## config.mk

```make
export PLATFORM = sky130hd
export DESIGN_NAME = axioma_io_fabric_flat
export DESIGN_NICKNAME = d
export VERILOG_FILES = /design/src/rtl/axioma_io_pkg.sv /design/src/rtl/axioma_io_fabric_if.sv /design/src/rtl/axioma_irq_arbiter.sv /design/src/rtl/axioma_io_fabric.sv /design/src/flat_wrapper.sv
export SDC_FILE = /design/constraint.sdc
export NUM_CORES = 1
export LEC_CHECK = 0
export BUFFER_PORTS_ARGS = -buffer_cell sky130_fd_sc_hd__buf_2
export CAP_MARGIN = 20
export CORE_MARGIN = 5
export CORE_UTILIZATION = 43
export CTS_CLUSTER_DIAMETER = 50
export DETAILED_ROUTE_END_ITERATION = 6
export PLACE_DENSITY = 0.73
export REMOVE_ABC_BUFFERS = 1
export SLEW_MARGIN = 0
export SYNTH_ARGS = -nofsm -noshare
export SYNTH_HDL_FRONTEND = slang
export SYNTH_SLANG_ARGS = --single-unit
export TNS_END_PERCENT = 50
```

## constraint.sdc

```tcl
create_clock -name clk -period 1.5 [get_ports clk]
set_clock_uncertainty 0.15 [all_clocks]
set_input_delay 0.3 -clock clk [delete_from_list [all_inputs] [get_ports clk]]
set_output_delay 0.3 -clock clk [all_outputs]
set_load 0.02 [all_outputs]
```

## src/rtl/axioma_io_pkg.sv

```systemverilog
// Shared types and constants for the axioma I/O fabric and its interrupt arbiter.
package axioma_io_pkg;

    typedef enum logic [1:0] {
        ST_IDLE   = 2'd0,
        ST_ACCESS = 2'd1,
        ST_DONE   = 2'd2,
        ST_ERR    = 2'd3
    } fsm_state_e;

    localparam int IRQ_VEC_W = 6;
    localparam int TMO_CNT_W = 8;

endpackage

```

## src/rtl/axioma_io_fabric_if.sv

```systemverilog
// Core-side request bus and peripheral-slot bus of the axioma I/O fabric.
interface axioma_io_fabric_if #(
    parameter int N_SLAVES = 4,
    parameter int ADDR_W   = 6,
    parameter int DATA_W   = 8
) ();

    logic [ADDR_W-1:0]          m_addr;
    logic [DATA_W-1:0]          m_wdata;
    logic                       m_read;
    logic                       m_write;
    logic [DATA_W-1:0]          m_rdata;
    logic                       m_ready;
    logic                       m_error;

    logic [N_SLAVES-1:0]        s_sel;
    logic [ADDR_W-1:0]          s_addr;
    logic [DATA_W-1:0]          s_wdata;
    logic                       s_read;
    logic                       s_write;
    logic [N_SLAVES*DATA_W-1:0] s_rdata;
    logic [N_SLAVES-1:0]        s_ready;

    // master: the core plus the peripherals surrounding the fabric
    modport master (
        output m_addr, m_wdata, m_read, m_write, s_rdata, s_ready,
        input  m_rdata, m_ready, m_error, s_sel, s_addr, s_wdata, s_read, s_write
    );

    // slave: the fabric itself
    modport slave (
        input  m_addr, m_wdata, m_read, m_write, s_rdata, s_ready,
        output m_rdata, m_ready, m_error, s_sel, s_addr, s_wdata, s_read, s_write
    );

endinterface

```

## src/rtl/axioma_irq_arbiter.sv

```systemverilog
// Rising-edge interrupt latching with a lowest-index-first vector and acknowledge clear.
module axioma_irq_arbiter
    import axioma_io_pkg::*;
#(
    parameter int N_IRQ = 8
) (
    input  logic                 clk,
    input  logic                 reset_n,
    input  logic [N_IRQ-1:0]     irq_src,
    input  logic                 irq_ack,
    output logic                 irq_req,
    output logic [IRQ_VEC_W-1:0] irq_vector,
    output logic [N_IRQ-1:0]     irq_pending
);

    logic [N_IRQ-1:0]     hist_q;
    logic [N_IRQ-1:0]     pending_q, pending_d;
    logic [N_IRQ-1:0]     edge_det;
    logic [N_IRQ-1:0]     ack_mask;
    logic [IRQ_VEC_W-1:0] vec_q, vec_d;
    logic                 req_q;

    assign edge_det = irq_src & ~hist_q;

    // A vector of 0 matches no bit, so an acknowledge with nothing pending is a no-op.
    generate
        for (genvar gi = 0; gi < N_IRQ; gi++) begin : g_ack
            assign ack_mask[gi] = irq_ack && (vec_q == IRQ_VEC_W'(gi + 1));
        end
    endgenerate

    // Edge is OR-ed after the clear so a coincident edge keeps the bit pending.
    assign pending_d = (pending_q & ~ack_mask) | edge_det;

    always_comb begin
        vec_d = '0;
        for (int i = N_IRQ - 1; i >= 0; i--) begin
            if (pending_q[i]) begin
                vec_d = IRQ_VEC_W'(i + 1);
            end
        end
    end

    always_ff @(posedge clk or negedge reset_n) begin
        if (!reset_n) begin
            hist_q    <= '0;
            pending_q <= '0;
            vec_q     <= '0;
            req_q     <= 1'b0;
        end else begin
            hist_q    <= irq_src;
            pending_q <= pending_d;
            vec_q     <= vec_d;
            req_q     <= |pending_q;
        end
    end

    assign irq_req     = req_q;
    assign irq_vector  = vec_q;
    assign irq_pending = pending_q;

endmodule

```

## src/rtl/axioma_io_fabric.sv

```systemverilog
// Core I/O port to N peripheral slots: window decode, wait-state handshake with timeout,
// registered read data, bus errors, plus the interrupt arbiter.
module axioma_io_fabric
    import axioma_io_pkg::*;
#(
    parameter int                        N_SLAVES  = 4,
    parameter int                        ADDR_W    = 6,
    parameter int                        DATA_W    = 8,
    parameter int                        N_IRQ     = 8,
    parameter int                        TIMEOUT   = 15,
    parameter logic [N_SLAVES*ADDR_W-1:0] SLOT_BASE = 24'hC20400,
    parameter logic [N_SLAVES*ADDR_W-1:0] SLOT_LAST = 24'hFEF7CF
) (
    input  logic                 clk,
    input  logic                 reset_n,
    axioma_io_fabric_if.slave    bus,
    input  logic [N_IRQ-1:0]     irq_src,
    input  logic                 irq_ack,
    output logic                 irq_req,
    output logic [IRQ_VEC_W-1:0] irq_vector,
    output logic [N_IRQ-1:0]     irq_pending
);

    fsm_state_e state_q, state_d;

    logic [N_SLAVES-1:0]  hit;
    logic [N_SLAVES-1:0]  hit_onehot;
    logic                 hit_any;
    logic                 ready_sel;
    logic [DATA_W-1:0]    rdata_mux;
    logic [DATA_W-1:0]    slot_rdata [N_SLAVES];

    logic [ADDR_W-1:0]    addr_q, addr_d;
    logic [DATA_W-1:0]    wdata_q, wdata_d;
    logic [N_SLAVES-1:0]  sel_q, sel_d;
    logic                 rd_q, rd_d;
    logic                 wr_q, wr_d;
    logic [TMO_CNT_W-1:0] cnt_q, cnt_d;
    logic [DATA_W-1:0]    rdata_q, rdata_d;

    generate
        for (genvar gi = 0; gi < N_SLAVES; gi++) begin : g_slot
            assign hit[gi] = (bus.m_addr >= SLOT_BASE[gi*ADDR_W +: ADDR_W]) &&
                             (bus.m_addr <= SLOT_LAST[gi*ADDR_W +: ADDR_W]);
            assign slot_rdata[gi] = bus.s_rdata[gi*DATA_W +: DATA_W];
        end
    endgenerate

    // Isolating the lowest set bit resolves overlapping windows in favour of the lower slot.
    assign hit_onehot = hit & (~hit + N_SLAVES'(1));
    assign hit_any    = |hit;
    assign ready_sel  = |(bus.s_ready & sel_q);

    always_comb begin
        rdata_mux = '0;
        for (int i = 0; i < N_SLAVES; i++) begin
            if (sel_q[i]) begin
                rdata_mux = rdata_mux | slot_rdata[i];
            end
        end
    end

    always_ff @(posedge clk or negedge reset_n) begin
        if (!reset_n) begin
            state_q <= ST_IDLE;
        end else begin
            state_q <= state_d;
        end
    end

    always_comb begin
        state_d = state_q;
        unique case (state_q)
            ST_IDLE: begin
                if (bus.m_read && bus.m_write) begin
                    state_d = ST_ERR;
                end else if (bus.m_read || bus.m_write) begin
                    state_d = hit_any ? ST_ACCESS : ST_ERR;
                end
            end
            ST_ACCESS: begin
                // s_ready on the final permitted cycle still completes the access
                if (ready_sel) begin
                    state_d = ST_DONE;
                end else if (cnt_q == TMO_CNT_W'(TIMEOUT - 1)) begin
                    state_d = ST_ERR;
                end
            end
            default: state_d = ST_IDLE;
        endcase
    end

    always_comb begin
        bus.m_ready = 1'b0;
        bus.m_error = 1'b0;
        bus.m_rdata = '0;
        bus.s_sel   = '0;
        bus.s_read  = 1'b0;
        bus.s_write = 1'b0;
        unique case (state_q)
            ST_ACCESS: begin
                bus.s_sel   = sel_q;
                bus.s_read  = rd_q;
                bus.s_write = wr_q;
            end
            ST_DONE: begin
                bus.m_ready = 1'b1;
                bus.m_rdata = rdata_q;
            end
            ST_ERR: begin
                bus.m_ready = 1'b1;
                bus.m_error = 1'b1;
            end
            default: ;
        endcase
    end

    always_comb begin
        addr_d  = addr_q;
        wdata_d = wdata_q;
        sel_d   = sel_q;
        rd_d    = rd_q;
        wr_d    = wr_q;
        cnt_d   = cnt_q;
        rdata_d = rdata_q;
        unique case (state_q)
            ST_IDLE: begin
                if ((bus.m_read ^ bus.m_write) && hit_any) begin
                    addr_d  = bus.m_addr;
                    wdata_d = bus.m_wdata;
                    sel_d   = hit_onehot;
                    rd_d    = bus.m_read;
                    wr_d    = bus.m_write;
                    cnt_d   = '0;
                end
            end
            ST_ACCESS: begin
                if (ready_sel) begin
                    rdata_d = rd_q ? rdata_mux : '0;
                end else begin
                    cnt_d = cnt_q + TMO_CNT_W'(1);
                end
            end
            default: ;
        endcase
    end

    always_ff @(posedge clk or negedge reset_n) begin
        if (!reset_n) begin
            addr_q  <= '0;
            wdata_q <= '0;
            sel_q   <= '0;
            rd_q    <= 1'b0;
            wr_q    <= 1'b0;
            cnt_q   <= '0;
            rdata_q <= '0;
        end else begin
            addr_q  <= addr_d;
            wdata_q <= wdata_d;
            sel_q   <= sel_d;
            rd_q    <= rd_d;
            wr_q    <= wr_d;
            cnt_q   <= cnt_d;
            rdata_q <= rdata_d;
        end
    end

    assign bus.s_addr  = addr_q;
    assign bus.s_wdata = wdata_q;

    axioma_irq_arbiter #(
        .N_IRQ (N_IRQ)
    ) u_irq (
        .clk         (clk),
        .reset_n     (reset_n),
        .irq_src     (irq_src),
        .irq_ack     (irq_ack),
        .irq_req     (irq_req),
        .irq_vector  (irq_vector),
        .irq_pending (irq_pending)
    );

endmodule
```

## src/flat_wrapper.sv

```systemverilog
// flat-port wrapper written by rule: the top's interface ports become plain ports
module axioma_io_fabric_flat import axioma_io_pkg::*;
#(
    parameter int                        N_SLAVES  = 4,
    parameter int                        ADDR_W    = 6,
    parameter int                        DATA_W    = 8,
    parameter int                        N_IRQ     = 8,
    parameter int                        TIMEOUT   = 15,
    parameter logic [N_SLAVES*ADDR_W-1:0] SLOT_BASE = 24'hC20400,
    parameter logic [N_SLAVES*ADDR_W-1:0] SLOT_LAST = 24'hFEF7CF
)
  (clk, reset_n, irq_src, irq_ack, irq_req, irq_vector, irq_pending, bus_m_addr, bus_m_wdata, bus_m_read, bus_m_write, bus_s_rdata, bus_s_ready, bus_m_rdata, bus_m_ready, bus_m_error, bus_s_sel, bus_s_addr, bus_s_wdata, bus_s_read, bus_s_write);
  axioma_io_fabric_if #(.N_SLAVES(N_SLAVES), .ADDR_W(ADDR_W), .DATA_W(DATA_W)) bus_i ();
  input  logic clk;
  input  logic reset_n;
  input  logic [N_IRQ-1:0] irq_src;
  input  logic irq_ack;
  output logic irq_req;
  output logic [IRQ_VEC_W-1:0] irq_vector;
  output logic [N_IRQ-1:0] irq_pending;
  input wire logic [$bits(bus_i.m_addr)-1:0] bus_m_addr;
  input wire logic [$bits(bus_i.m_wdata)-1:0] bus_m_wdata;
  input wire logic [$bits(bus_i.m_read)-1:0] bus_m_read;
  input wire logic [$bits(bus_i.m_write)-1:0] bus_m_write;
  input wire logic [$bits(bus_i.s_rdata)-1:0] bus_s_rdata;
  input wire logic [$bits(bus_i.s_ready)-1:0] bus_s_ready;
  output wire logic [$bits(bus_i.m_rdata)-1:0] bus_m_rdata;
  output wire logic [$bits(bus_i.m_ready)-1:0] bus_m_ready;
  output wire logic [$bits(bus_i.m_error)-1:0] bus_m_error;
  output wire logic [$bits(bus_i.s_sel)-1:0] bus_s_sel;
  output wire logic [$bits(bus_i.s_addr)-1:0] bus_s_addr;
  output wire logic [$bits(bus_i.s_wdata)-1:0] bus_s_wdata;
  output wire logic [$bits(bus_i.s_read)-1:0] bus_s_read;
  output wire logic [$bits(bus_i.s_write)-1:0] bus_s_write;
  assign bus_i.m_addr = bus_m_addr;
  assign bus_i.m_wdata = bus_m_wdata;
  assign bus_i.m_read = bus_m_read;
  assign bus_i.m_write = bus_m_write;
  assign bus_i.s_rdata = bus_s_rdata;
  assign bus_i.s_ready = bus_s_ready;
  assign bus_m_rdata = bus_i.m_rdata;
  assign bus_m_ready = bus_i.m_ready;
  assign bus_m_error = bus_i.m_error;
  assign bus_s_sel = bus_i.s_sel;
  assign bus_s_addr = bus_i.s_addr;
  assign bus_s_wdata = bus_i.s_wdata;
  assign bus_s_read = bus_i.s_read;
  assign bus_s_write = bus_i.s_write;
  axioma_io_fabric #(.N_SLAVES(N_SLAVES), .ADDR_W(ADDR_W), .DATA_W(DATA_W), .N_IRQ(N_IRQ), .TIMEOUT(TIMEOUT), .SLOT_BASE(SLOT_BASE), .SLOT_LAST(SLOT_LAST)) u_core (.clk(clk), .reset_n(reset_n), .bus(bus_i), .irq_src(irq_src), .irq_ack(irq_ack), .irq_req(irq_req), .irq_vector(irq_vector), .irq_pending(irq_pending));
endmodule
```

== After elaboration in Yosys (flattened, before gate mapping) ==
Index checks and enable logic that the tools add are counted.
Widths: inputs -> output; s select.

* Output and inout bits: 45
* Input bits: 63
* Flip-flop bits (word level): 61

* Bitwise operators: 12
* $add $sub $neg: 2
* Multiplexer cells: 28
* Order comparisons: 8
* Equality and inequality tests: 16
* Reduce and logical (&&, ||, !) cells: 25

{| class="wikitable"
|+ Operators with widths
! kind !! count
|-
| $mux 8 || 8
|-
| $mux 6 || 6
|-
| $or 8x8->8 || 4
|-
| $eq 6x3->1 const B || 4
|-
| $and 8x8->8 || 2
|-
| $not 8->8 || 2
|-
| $pmux 8 s2 || 1
|-
| $logic_and 1x1->1 || 14
|-
| $eq 6x2->1 const B || 2
|-
| $ge 6x6->1 const B || 2
|-
| $le 6x6->1 const B || 2
|-
| $mux 4 || 3
|-
| $mux 2 || 5
|-
| $add 8x1->8 const B || 1
|-
| $and 4x4->4 || 2
|-
| $eq 8x4->1 const B || 1
|-
| $reduce_or 4->1 || 2
|-
| $reduce_or 8->1 || 1
|-
| $eq 6x1->1 const B || 1
|-
| $eq 6x4->1 const B || 1
|-
| $ge 6x1->1 const B || 1
|-
| $ge 6x5->1 const B || 1
|-
| $le 6x4->1 const B || 1
|-
| $le 6x5->1 const B || 1
|-
| 16 further kinds || 23
|}

== Longest topological paths before layout ==
Gate-level depths: netlist (run 1).

* Word-level depth: 8
* Mapped depth: 7
* Depth with buffers taken out: 5

== Cells and area by module ==
A second synthesis (run 1) with hierarchy kept.

* Cells, all modules: 273
* Area total of the unflattened synthesis: 2710.1 sq um

{| class="wikitable"
|+ Modules (own cells, without submodules)
! module !! area each (sq um) !! instances !! seq. area each (sq um) !! cells an instance
|-
| axioma_io_fabric || 1933.1 || 1 || 950.9 || 205
|-
| axioma_irq_arbiter || 777.0 || 1 || 525.5 || 68
|}

== Worst setup path before layout (run 1) ==
OpenSTA, ideal clock, no wires.

* Path type: flip-flop to flip-flop
* From: register u_core.state_q[1]
* To: register u_core.rdata_q[6]
* Stages on the path, launching flop included: 6
* Period minus slack after synthesis: 1.489 ns
* Library setup time: 0.078 ns
* Data arrival time: 1.260 ns
* Buffers on the path: 1
* Path slack: 0.011 ns
* Cells stage by stage: dfrtp_1 -> nor2b_2 -> buf_6 -> and2_1 -> nand2_1 -> o2bb2ai_1

* Word-level cells in the longest chain between the ends: 2

{| class="wikitable"
|+ RTL lines
! what !! line !! source
|-
| from (decl) || axioma_io_fabric.sv:24 || <nowiki>fsm_state_e state_q, state_d;</nowiki>
|-
| from (signal assigned) || axioma_io_fabric.sv:67 || <nowiki>state_q <= state_d;</nowiki>
|-
| $eq 2x1->1 || axioma_io_fabric.sv:126 || <nowiki>unique case (state_q)</nowiki>
|-
| $reduce_and 2->1 (no line) || n/a ||
|-
| to (signal assigned) || axioma_io_fabric.sv:164 || <nowiki>rdata_q <= rdata_d;</nowiki>
|-
| to (decl) || axioma_io_fabric.sv:39 || <nowiki>logic [DATA_W-1:0] rdata_q, rdata_d;</nowiki>
|}

Every way passes these cells.
A chain may end at the register's enable or synchronous reset.

== Final worst setup path (run 1) ==
* From: register u_core.state_q[1]
* To: output bus_s_read

* Word-level cells in the longest chain between the ends: 2

{| class="wikitable"
|+ RTL lines
! what !! line !! source
|-
| $eq 2x1->1 || axioma_io_fabric.sv:100 || <nowiki>unique case (state_q)</nowiki>
|-
| $mux 1 || axioma_io_fabric.sv:100 ||
|-
| to (decl) || flat_wrapper.sv:33 || <nowiki>output wire logic [$bits(bus_i.s_read)-1:0] bus_s_read;</nowiki>
|}

Every way passes these cells.

==> impl_metrics.json, run 1 <==
{
  "startpoint": "u_core.state_q[1]",
  "setup.worst_path.class": "flop to output pin",
  "fin_nets": 469,
  "nFillCells": 504,
  "setup_slack_ps": -247,
  "io_buffers": 105,
  "first_pass_iters": 4,
  "setup_viol": 23,
  "final_util_pct": 65.3,
  "clock_sinks": 59,
  "vias": 2417,
  "crit_fanout": 6,
  "viasPerCell": 5.01,
  "required_ps": 1050,
  "die_y_um": 88.7,
  "htreeDepth": 3,
  "worstMarginPinSlew_ps": 491,
  "grtUsageTotal_pct": 18.1,
  "ys_seq_area_share_pct": 55.5,
  "drc": 0,
  "period_minus_slack_ps": 1750,
  "netlist_instances": 267,
  "worstSetupStartpointType": "flop",
  "r2r_end": "u_core.cnt_q[6]",
  "drt_iter0_markers": 131,
  "grt_max_degree": 60,
  "cap_violations": 0,
  "mostFrequentLayoutCell": "buf_2",
  "tritoncts": "built",
  "core_area_um2": 5960,
  "endpoint": "bus_s_read",
  "worst_setup_path_end_kind": "output pin",
  "reg2reg_slack_ps": -200,
  "cellPowerDensity_nw_per_um2": 1760,
  "clkTransAtPathRegs_ps": 60,
  "ys_types": 36,
  "syn_area_um2": 2660,
  "rows": 28,
  "relSlewSlack_pct": 67.0,
  "cts_root_buf": "clkbuf_8",
  "start_util_pct": 44.7,
  "ys_warn_count": 0,
  "layout_common_cells": "buf_2 (90), nand2_1 (61), dfrtp_1 (59), buf_6 (19), buf_4 (16)",
  "postPlaceCellArea_um2": 3380,
  "syn_to_final_growth_pct": 46.2,
  "antenna_found_initial": 0,
  "wl_per_cell_um": 14.4,
  "die_w_um": 88.7,
  "power_mw": 6.83,
  "drtAntennaViolNets": 0,
  "finalMaxSlewViolations": 0,
  "overflow": 0,
  "violations": "negative setup slack",
  "fmax_ghz": 0.572,
  "rsz0062_at_grt": "yes",
  "status": "complete, but fails checks",
  "irDropWorstVdd_uv": 1070,
  "grt_pass1_vias": 2483,
  "holdWs_ps": 19.7,
  "synth-seq-cells": 59,
  "cts_inserted_buffers": 9,
  "async_reset_ff_share_pct": 100,
  "wl_mm": 6.92,
  "dpl.hpwl_mm": 5.05,
  "num_io_pins": 108,
  "synth-edff-count": 0,
  "period_share_pct": 116,
  "grt_first_pass_wirelength_mm": 11.0,
  "drive_gt1_share_pct": 41.0,
  "reg2reg_from": "u_core.state_q[1]",
  "clockBufferDepth": 2,
  "power_leakage_nw": 2.00,
  "avgSynthCellArea_um2": 9.96,
  "design_area_um2": 3890,
  "dieArea_um2": 7860,
  "hold_path_class": "input pin to flop",
  "synthFlopType": "dfrtp_1",
  "reg2reg_depth": 6,
  "hold_viol_final": 0,
  "clk_latency_ps": 320,
  "critPathArrivalTime_ps": 1300,
  "gp_congestion": 0.837,
  "diodes": 0
}
==> state kept, by name, indices dropped and copies added (netlist names) <==
register / cells
u_core.bus.s_wdata: 8
u_core.rd_q: 1
u_core.u_irq.irq_vector: 4
u_core.bus.s_addr: 6
u_core.rdata_q: 8
u_core.u_irq.irq_req: 1
u_core.u_irq.hist_q: 8
u_core.wr_q: 1
u_core.u_irq.irq_pending: 8
u_core.sel_q: 4
u_core.cnt_q: 8
u_core.state_q: 2
==> metrics by stage <==
step	std cells	TNS, ps	worst slack [ps]
after detailed placement	454	-468	-82.8
after global placement	454	-87.9	-53.5
after global routing	482	-5750	-295
final	482	-3780	-247
after CTS	480	-3970	-260
after floorplan	255	-2330	-164
==> metal layers <==
layer / track usage (%) / vias up / routed length, µm
met3: 4.00 / 13 / 633
met2: 30.9 / 103 / 3350
met1: 21.4 / 1109 / 2800
met4: 8.93 / 0 / 140
met5: 0 / - / 0
li1: - / 1192 / -
==> layout make-up <==
| class | count | area (µm²) | share of cell area, % |
|---|---|---|---|
| clock buffer | 14 | 153 | 3.92 |
| clock inverter | 2 | 35.0 | 0.901 |
| inverter | 14 | 52.6 | 1.35 |
| multi-input combinational | 182 | 1160 | 29.9 |
| sequential | 59 | 1480 | 38.0 |
| tap | 75 | 93.8 | 2.41 |
| timing repair buffer | 136 | 915 | 23.5 |
==> cells in the mapped netlist, drive strengths merged, types with 3 or more instances <==
library cell | number | share of area, %
a21oi | 4 | 0.75
a221oi | 9 | 3.0
nand2b | 3 | 0.71
nor2 | 6 | 0.85
buf | 7 | 1.7
o2bb2ai | 8 | 2.6
nand2 | 63 | 8.9
nor3 | 5 | 0.94
and2 | 16 | 3.8
nand3b | 4 | 1.1
and3 | 3 | 0.71
nand3 | 6 | 1.6
inv | 14 | 2.0
ha | 4 | 1.9
mux2i | 3 | 1.1
dfrtp | 59 | 56
o21ai | 20 | 3.8
a22o | 8 | 2.6
clkbuf | 6 | 0.85
==> cells by family (layout without fill, tap and decap cells) <==
kind of cell	count (synthesis)	after routing	synth area share (%)
and+or+nand+nor	116	116	21.3
DFF	59	59	55.5
AOI/OAI and AO/OA	56	56	15.2
buffers and inverters	27	166	4.56
adders and majority gates	4	4	1.88
muxes	3	3	1.13
other	1	2	0.141
xor gates and xnor gates	1	1	0.329
==> worst max-delay path, cell delays in order, from the launching register on <==
cell and delay [ps]:
dfrtp_1 420, nor2b_2 160, buf_6 140, and2_4 150
buf_6 110
==> where the power goes <==
| part | internal, mW | switching, mW |
|---|---|---|
| clock network | 0.813 | 0.554 |
| logic | 1.33 | 1.67 |
| registers | 2.09 | 0.375 |
| total | 4.23 | 2.60 |
==> timing repair <==
item / CTS / global route
pin swaps: 10 / 5
hold buffers: 9 / 0
resized for setup: 42 / 24
endpoints found under the hold margin: 67 / 0
buffers inserted: 1 / 2
setup endpoints to repair: 30 / 45
==> how the worst min path moves through the flow <==
stage / end / start / cells after the start
floorplan: u_core.bus.s_addr[0] / reset_n / 0
global placement: u_core.bus.s_addr[1] / reset_n / 2
detailed placement: u_core.wr_q / reset_n / 2
CTS: u_core.bus.s_wdata[3] / bus_m_wdata[3] / 3
global route: u_core.bus.s_wdata[0] / bus_m_wdata[0] / 3
finish: u_core.bus.s_wdata[3] / bus_m_wdata[3] / 3
No activity file was read; power rests on OpenSTA's default activity.
==> run 2: changes to the inputs <==
--- a/config.mk
+++ b/config.mk
@@ -5,13 +5,14 @@
 export SDC_FILE = /design/constraint.sdc
 export NUM_CORES = 1
 export LEC_CHECK = 0
+export ABC_AREA = 1
 export BUFFER_PORTS_ARGS = -buffer_cell sky130_fd_sc_hd__buf_2
 export CAP_MARGIN = 20
 export CORE_MARGIN = 5
-export CORE_UTILIZATION = 43
+export CORE_UTILIZATION = 44
 export CTS_CLUSTER_DIAMETER = 50
 export DETAILED_ROUTE_END_ITERATION = 6
-export PLACE_DENSITY = 0.73
+export PLACE_DENSITY = 0.74
 export REMOVE_ABC_BUFFERS = 1
 export SLEW_MARGIN = 0
 export SYNTH_ARGS = -nofsm -noshare
==> impl_metrics.json, run 2 <==
{
  "ys_types": 26,
  "grt_pass1_vias": 2885,
  "start_util_pct": 45.2,
  "synth-edff-count": 0,
  "setup_viol": 24,
  "tritoncts": "built",
  "reg2reg_depth": 7,
  "grtUsageTotal_pct": 19.0,
  "fmax_ghz": 0.566,
  "hold_depth": 3,
  "layout_common_cells": "nand2_1 (124), buf_2 (89), dfrtp_1 (57), inv_1 (45), o21ai_0 (33)",
  "num_io_pins": 108,
  "power_leakage_nw": 2.12,
  "clk_latency_ps": 340,
  "synth_top_area_share_pct": 51.4,
  "syn_to_final_growth_pct": 41.8,
  "htreeDepth": 3,
  "final_util_pct": 64.1,
  "drc": 0,
  "hold_path_class": "input pin to flop",
  "die_w_um": 90.8,
  "core_area_um2": 6350,
  "viasPerCell": 4.84,
  "cts_root_buf": "clkbuf_8",
  "ys_warn_count": 0,
  "grt_first_pass_wirelength_mm": 12.8,
  "worst_path_largest_cell_delay_ps": 450,
  "synth-seq-cells": 59,
  "gp_congestion": 0.822,
  "status": "complete, but fails checks",
  "violations": "negative setup slack",
  "crit_fanout": 8,
  "irDropWorstVdd_uv": 1350,
  "setup.worst_path.class": "flop to output pin",
  "required_ps": 1050,
  "rsz0062_at_grt": "yes",
  "finalMaxSlewViolations": 0,
  "placed_cells": 547,
  "netlist_instances": 361,
  "fin_nets": 563,
  "ys_seq_area_share_pct": 51.4,
  "r2r_end": "u_core.rdata_q[5]",
  "synth.most_common_cell": "nand2_1",
  "mostFrequentLayoutCell": "nand2_1",
  "dieArea_um2": 8240,
  "slowest_stage": "dfrtp_2",
  "crit_chain": "nor2_4, inv_6, nor2_2, buf_4",
  "avgSynthCellArea_um2": 7.95,
  "clkTransAtPathRegs_ps": 60,
  "endpoint": "bus_s_read",
  "worstSetupStartpointType": "flop",
  "diodes": 0,
  "clock_sinks": 59,
  "synth_area_leaders": "dfrtp_1 (51%), nand2_1 (17%), inv_1 (6.0%)",
  "cts_inserted_buffers": 9,
  "period_share_pct": 118,
  "nFillCells": 561,
  "grt_max_degree": 60,
  "wl_mm": 7.69,
  "critPathArrivalTime_ps": 1320,
  "setup_slack_ps": -267,
  "dpl.hpwl_mm": 5.55,
  "hold_viol_final": 0,
  "clockBufferDepth": 2,
  "die_y_um": 90.8,
  "final_cell_count_no_fill": 578,
  "syn_area_um2": 2870,
  "cellPowerDensity_nw_per_um2": 1730,
  "synthTopCellsByCount": "nand2_1 (127), dfrtp_1 (59), inv_1 (46), o21ai_0 (34), nor2_1 (32)",
  "fin_setup_tns_ps": -2880,
  "drtAntennaViolNets": 0,
  "wl_per_cell_um": 13.3,
  "multi_input_area_um2": 1190,
  "rows": 29,
  "cap_violations": 0,
  "overflow": 0,
  "synth_top_cell_by_area": "dfrtp_1",
  "seqCellArea_um2": 1480,
  "drive_gt1_share_pct": 34.3,
  "period_minus_slack_ps": 1770,
  "async_reset_ff_share_pct": 100,
  "worst_setup_path_end_kind": "output pin",
  "antenna_found_initial": 0,
  "reg2reg_slack_ps": -30,
  "startpoint": "u_core.state_q[1]",
  "vias": 2797,
  "drt_iter0_markers": 138,
  "reg2reg_from": "u_core.state_q[1]",
  "first_pass_iters": 4,
  "io_buffers": 105,
  "synthFlopType": "dfrtp_1"
}
-- run 2: cell types whose count changed after synthesis, sizes merged, moves of 5 or more --
cell,before,now
nand2,63,130
inv,14,50
nor2,6,34
and2,16,0
o21ai,20,34
a221oi,9,0
a22o,8,0
nand3,6,14
o2bb2ai,8,0
nand4,2,9
clkbuf,6,1
-- run 2: metal layers --
layer	GRT usage, %	up-vias	wire length, µm
li1	-	1387	-
met1	21.6	1321	3080
met2	33.2	76	3980
met3	6.50	13	497
met4	5.71	0	128
met5	0	-	0
-- run 2: logic make-up after synthesis --
kind of cell	count (synthesis)	synth area share [%]
and+or+nand+nor	194	29.0
buffers and inverters	61	9.89
DFF	59	51.4
AOI/OAI and AO/OA	40	7.15
adders and majority gates	4	1.74
xor gates and xnor gates	2	0.610
other	1	0.131
-- run 2: final cells by class --
cell class                 instances  area share (%)
clock buffer                      11            3.23
timing repair buffer             134            21.9
tap                               77            2.37
inverter                          50            4.92
sequential                        59            36.3
clock inverter                     5            1.91
multi-input combinational        242            29.4
-- run 2: worst min path at each step --
stage	start	endpoint
floorplan	reset_n	u_core.bus.s_addr[0]
global placement	reset_n	u_core.state_q[1]
detailed placement	reset_n	u_core.state_q[1]
CTS	bus_m_wdata[2]	u_core.bus.s_wdata[2]
global route	bus_m_addr[0]	u_core.bus.s_addr[0]
finish	bus_m_addr[1]	u_core.bus.s_addr[1]
-- run 2: power breakdown --
part           total [mW]  internal, mW  switching, mW
Clock                1.55         0.931          0.624
Sequential           2.33          2.03          0.306
Combinational        3.16          1.22           1.94
Total                7.05          4.18           2.87
-- run 2: what timing repair did --
| action | in CTS | in global routing |
|---|---|---|
| setup buffers | 3 | 2 |
| endpoints found under the hold margin | 67 | 0 |
| pin swaps | 2 | 3 |
| gates cloned | 0 | 1 |
| gates resized for setup | 39 | 21 |
| endpoints found under the setup margin | 15 | 53 |
| hold buffers | 9 | 0 |
-- run 2: stage by stage --
step	area, µm²	worst slack [ps]	hold WS (ps)	total power, mW
detailed placement	3530	-23.9	187	5.03
floorplan	2780	-77.2	-146	3.91
finish	4070	-267	12.3	7.05
CTS	3970	-193	0.350	6.88
global route	4070	-332	1.49	7.55
global placement	3530	23.8	178	4.96
-- run 2: worst max-delay path, delay by kind of cell (launching register included) --
family | cells | cell delay, ps
buffers and inverters | 2 | 250
DFF | 1 | 450
and+or+nand+nor | 2 | 290
==> run 3: changes to the inputs <==
--- a/config.mk
+++ b/config.mk
@@ -7,8 +7,7 @@
 export LEC_CHECK = 0
 export ABC_AREA = 1
 export BUFFER_PORTS_ARGS = -buffer_cell sky130_fd_sc_hd__buf_2
-export CAP_MARGIN = 20
-export CORE_MARGIN = 5
+export CORE_MARGIN = 2
 export CORE_UTILIZATION = 44
 export CTS_CLUSTER_DIAMETER = 50
 export DETAILED_ROUTE_END_ITERATION = 6
==> impl_metrics.json, run 3 (synthesis gave the netlist of run 2 again) <==
{
  "clkTransAtPathRegs_ps": 70,
  "finalMaxSlewViolations": 0,
  "first_pass_iters": 4,
  "period_minus_slack_ps": 1710,
  "violations": "negative setup slack",
  "seqPwrFrac_pct": 34.1,
  "clock_power_share_pct": 18.2,
  "start_util_pct": 45.5,
  "drt_iter0_markers": 106,
  "grtUsageTotal_pct": 21.3,
  "rows": 29,
  "cts_root_buf": "clkbuf_8",
  "power_frac_comb_pct": 47.8,
  "required_ps": 1050,
  "netSwitchingPower_mw": 2.92,
  "num_io_pins": 108,
  "wl_mm": 7.28,
  "io_buffers": 105,
  "overflow": 0,
  "grt_first_pass_wirelength_mm": 12.1,
  "period_share_pct": 114,
  "drtAntennaViolNets": 0,
  "clockBufferDepth": 2,
  "rsz0062_at_grt": "yes",
  "cts_inserted_buffers": 9,
  "irDropWorstVdd_uv": 1290,
  "tritoncts": "built",
  "status": "complete, but fails checks",
  "layout_common_cells": "nand2_1 (126), buf_2 (91), dfrtp_1 (58), inv_1 (45), o21ai_0 (29)",
  "wl_per_cell_um": 12.5,
  "crit_fanout": 8,
  "setup_slack_ps": -215,
  "drc": 0,
  "worst_setup_path_end_kind": "output pin",
  "diodes": 0,
  "fin_nets": 568,
  "syn_to_final_growth_pct": 41.3,
  "hold_path_class": "input pin to flop",
  "worstSetupStartpointType": "flop",
  "fmax_ghz": 0.583,
  "hold_viol_final": 0,
  "gp_congestion": 0.824,
  "power_leakage_nw": 2.13,
  "die_y_um": 84.8,
  "antenna_found_initial": 0,
  "drive_gt1_share_pct": 34.5,
  "mostFrequentLayoutCell": "nand2_1",
  "pre_cts_ws_ps": -9.92,
  "p_int_mw": 3.92,
  "core_area_um2": 6310,
  "setup_viol": 22,
  "setup.worst_path.class": "flop to output pin",
  "power_mw": 6.84,
  "nFillCells": 555,
  "dpl.hpwl_mm": 5.24,
  "vias": 2771,
  "clk_latency_ps": 330,
  "cap_violations": 0,
  "sw_frac_of_total_pct": 42.7,
  "clock_sinks": 59,
  "viasPerCell": 4.76,
  "critPathArrivalTime_ps": 1260,
  "cellPowerDensity_nw_per_um2": 1690,
  "grt_pass1_vias": 2728,
  "die_w_um": 84.8,
  "dieArea_um2": 7190,
  "htreeDepth": 3,
  "grt_max_degree": 37
}
run 3: cell count changes in the layout (fill, tap and decap cells not counted), moves of 3 or more:
cell	previous run	this run
o21ai_1	0	5
nor2_2	6	2
buf_6	8	11
nand2_2	4	1
o21ai_0	33	29
nor2_4	8	12
run 3: power by group through the flow:
stage	sequential (mW)	combinational (mW)	clock, mW
floorplan	2.66	1.25	0
global placement	2.33	2.66	0
detailed placement	2.34	2.70	0
CTS	2.32	3.08	1.27
global route	2.39	3.58	1.36
finish	2.33	3.27	1.24
run 3: final timing paths:
path,start,endpoint,slack [ps],depth (start not counted)
worst min register to register,u_core.u_irq.hist_q[7],u_core.u_irq.irq_pending[7],260,1
worst min-delay path,bus_m_addr[1],u_core.bus.s_addr[1],10,3
worst max-delay path,u_core.state_q[1],bus_s_read,-210,4
max in group asynchronous,reset_n,u_core.bus.s_wdata[0],470,3
min in group asynchronous,reset_n,u_core.rdata_q[1],240,2
worst max register to register,u_core.state_q[1],u_core.cnt_q[3],-70,9
run 3: cell type report:
cell class / count / area (µm²) / area share [%]
clock buffers: 10 / 138 / 3.39
clock inverters: 5 / 30.0 / 0.741
repair buffers: 139 / 905 / 22.3
flip-flops and latches: 59 / 1480 / 36.4
multi-input cells: 242 / 1210 / 29.9
well taps: 77 / 96.3 / 2.38
inverters: 50 / 198 / 4.88
run 3: timing repair:
action,4_1_cts,5_1_grt
pin swaps,1,3
hold buffers,9,0
hold endpoints to repair,17,0
endpoints found under the setup margin,21,44
cloned,0,0
setup buffers,5,2
gates resized for setup,47,15
run 3: per-stage QoR:
step                      instances  TNS, ps  util [%]  instance area [µm²]  hold slack (ps)
final                           582    -2860      64.2                 4060             11.4
after global routing            582    -5060      64.2                 4060             6.43
after CTS                       580    -2960      63.0                 3980             4.01
after detailed placement        551    -26.3      56.2                 3550             55.7
after global placement          551        0      56.2                 3550             50.0
after floorplan                 351     -353         -                 2780             -146
run 3: per-layer routing:
metal  track usage [%]  routed length, µm  share of wire [%]
met1              26.5               3070                 42
met2              35.9               3700                 51
met3              3.93                290                4.0
met4              9.52                218                3.0
met5                 0                  0                  0
run 3: worst max-delay path: stages (launching register included):
cell     delay, ps
dfrtp_2        460
nor2_4         170
inv_6           90
nor2_4         100
buf_6          120
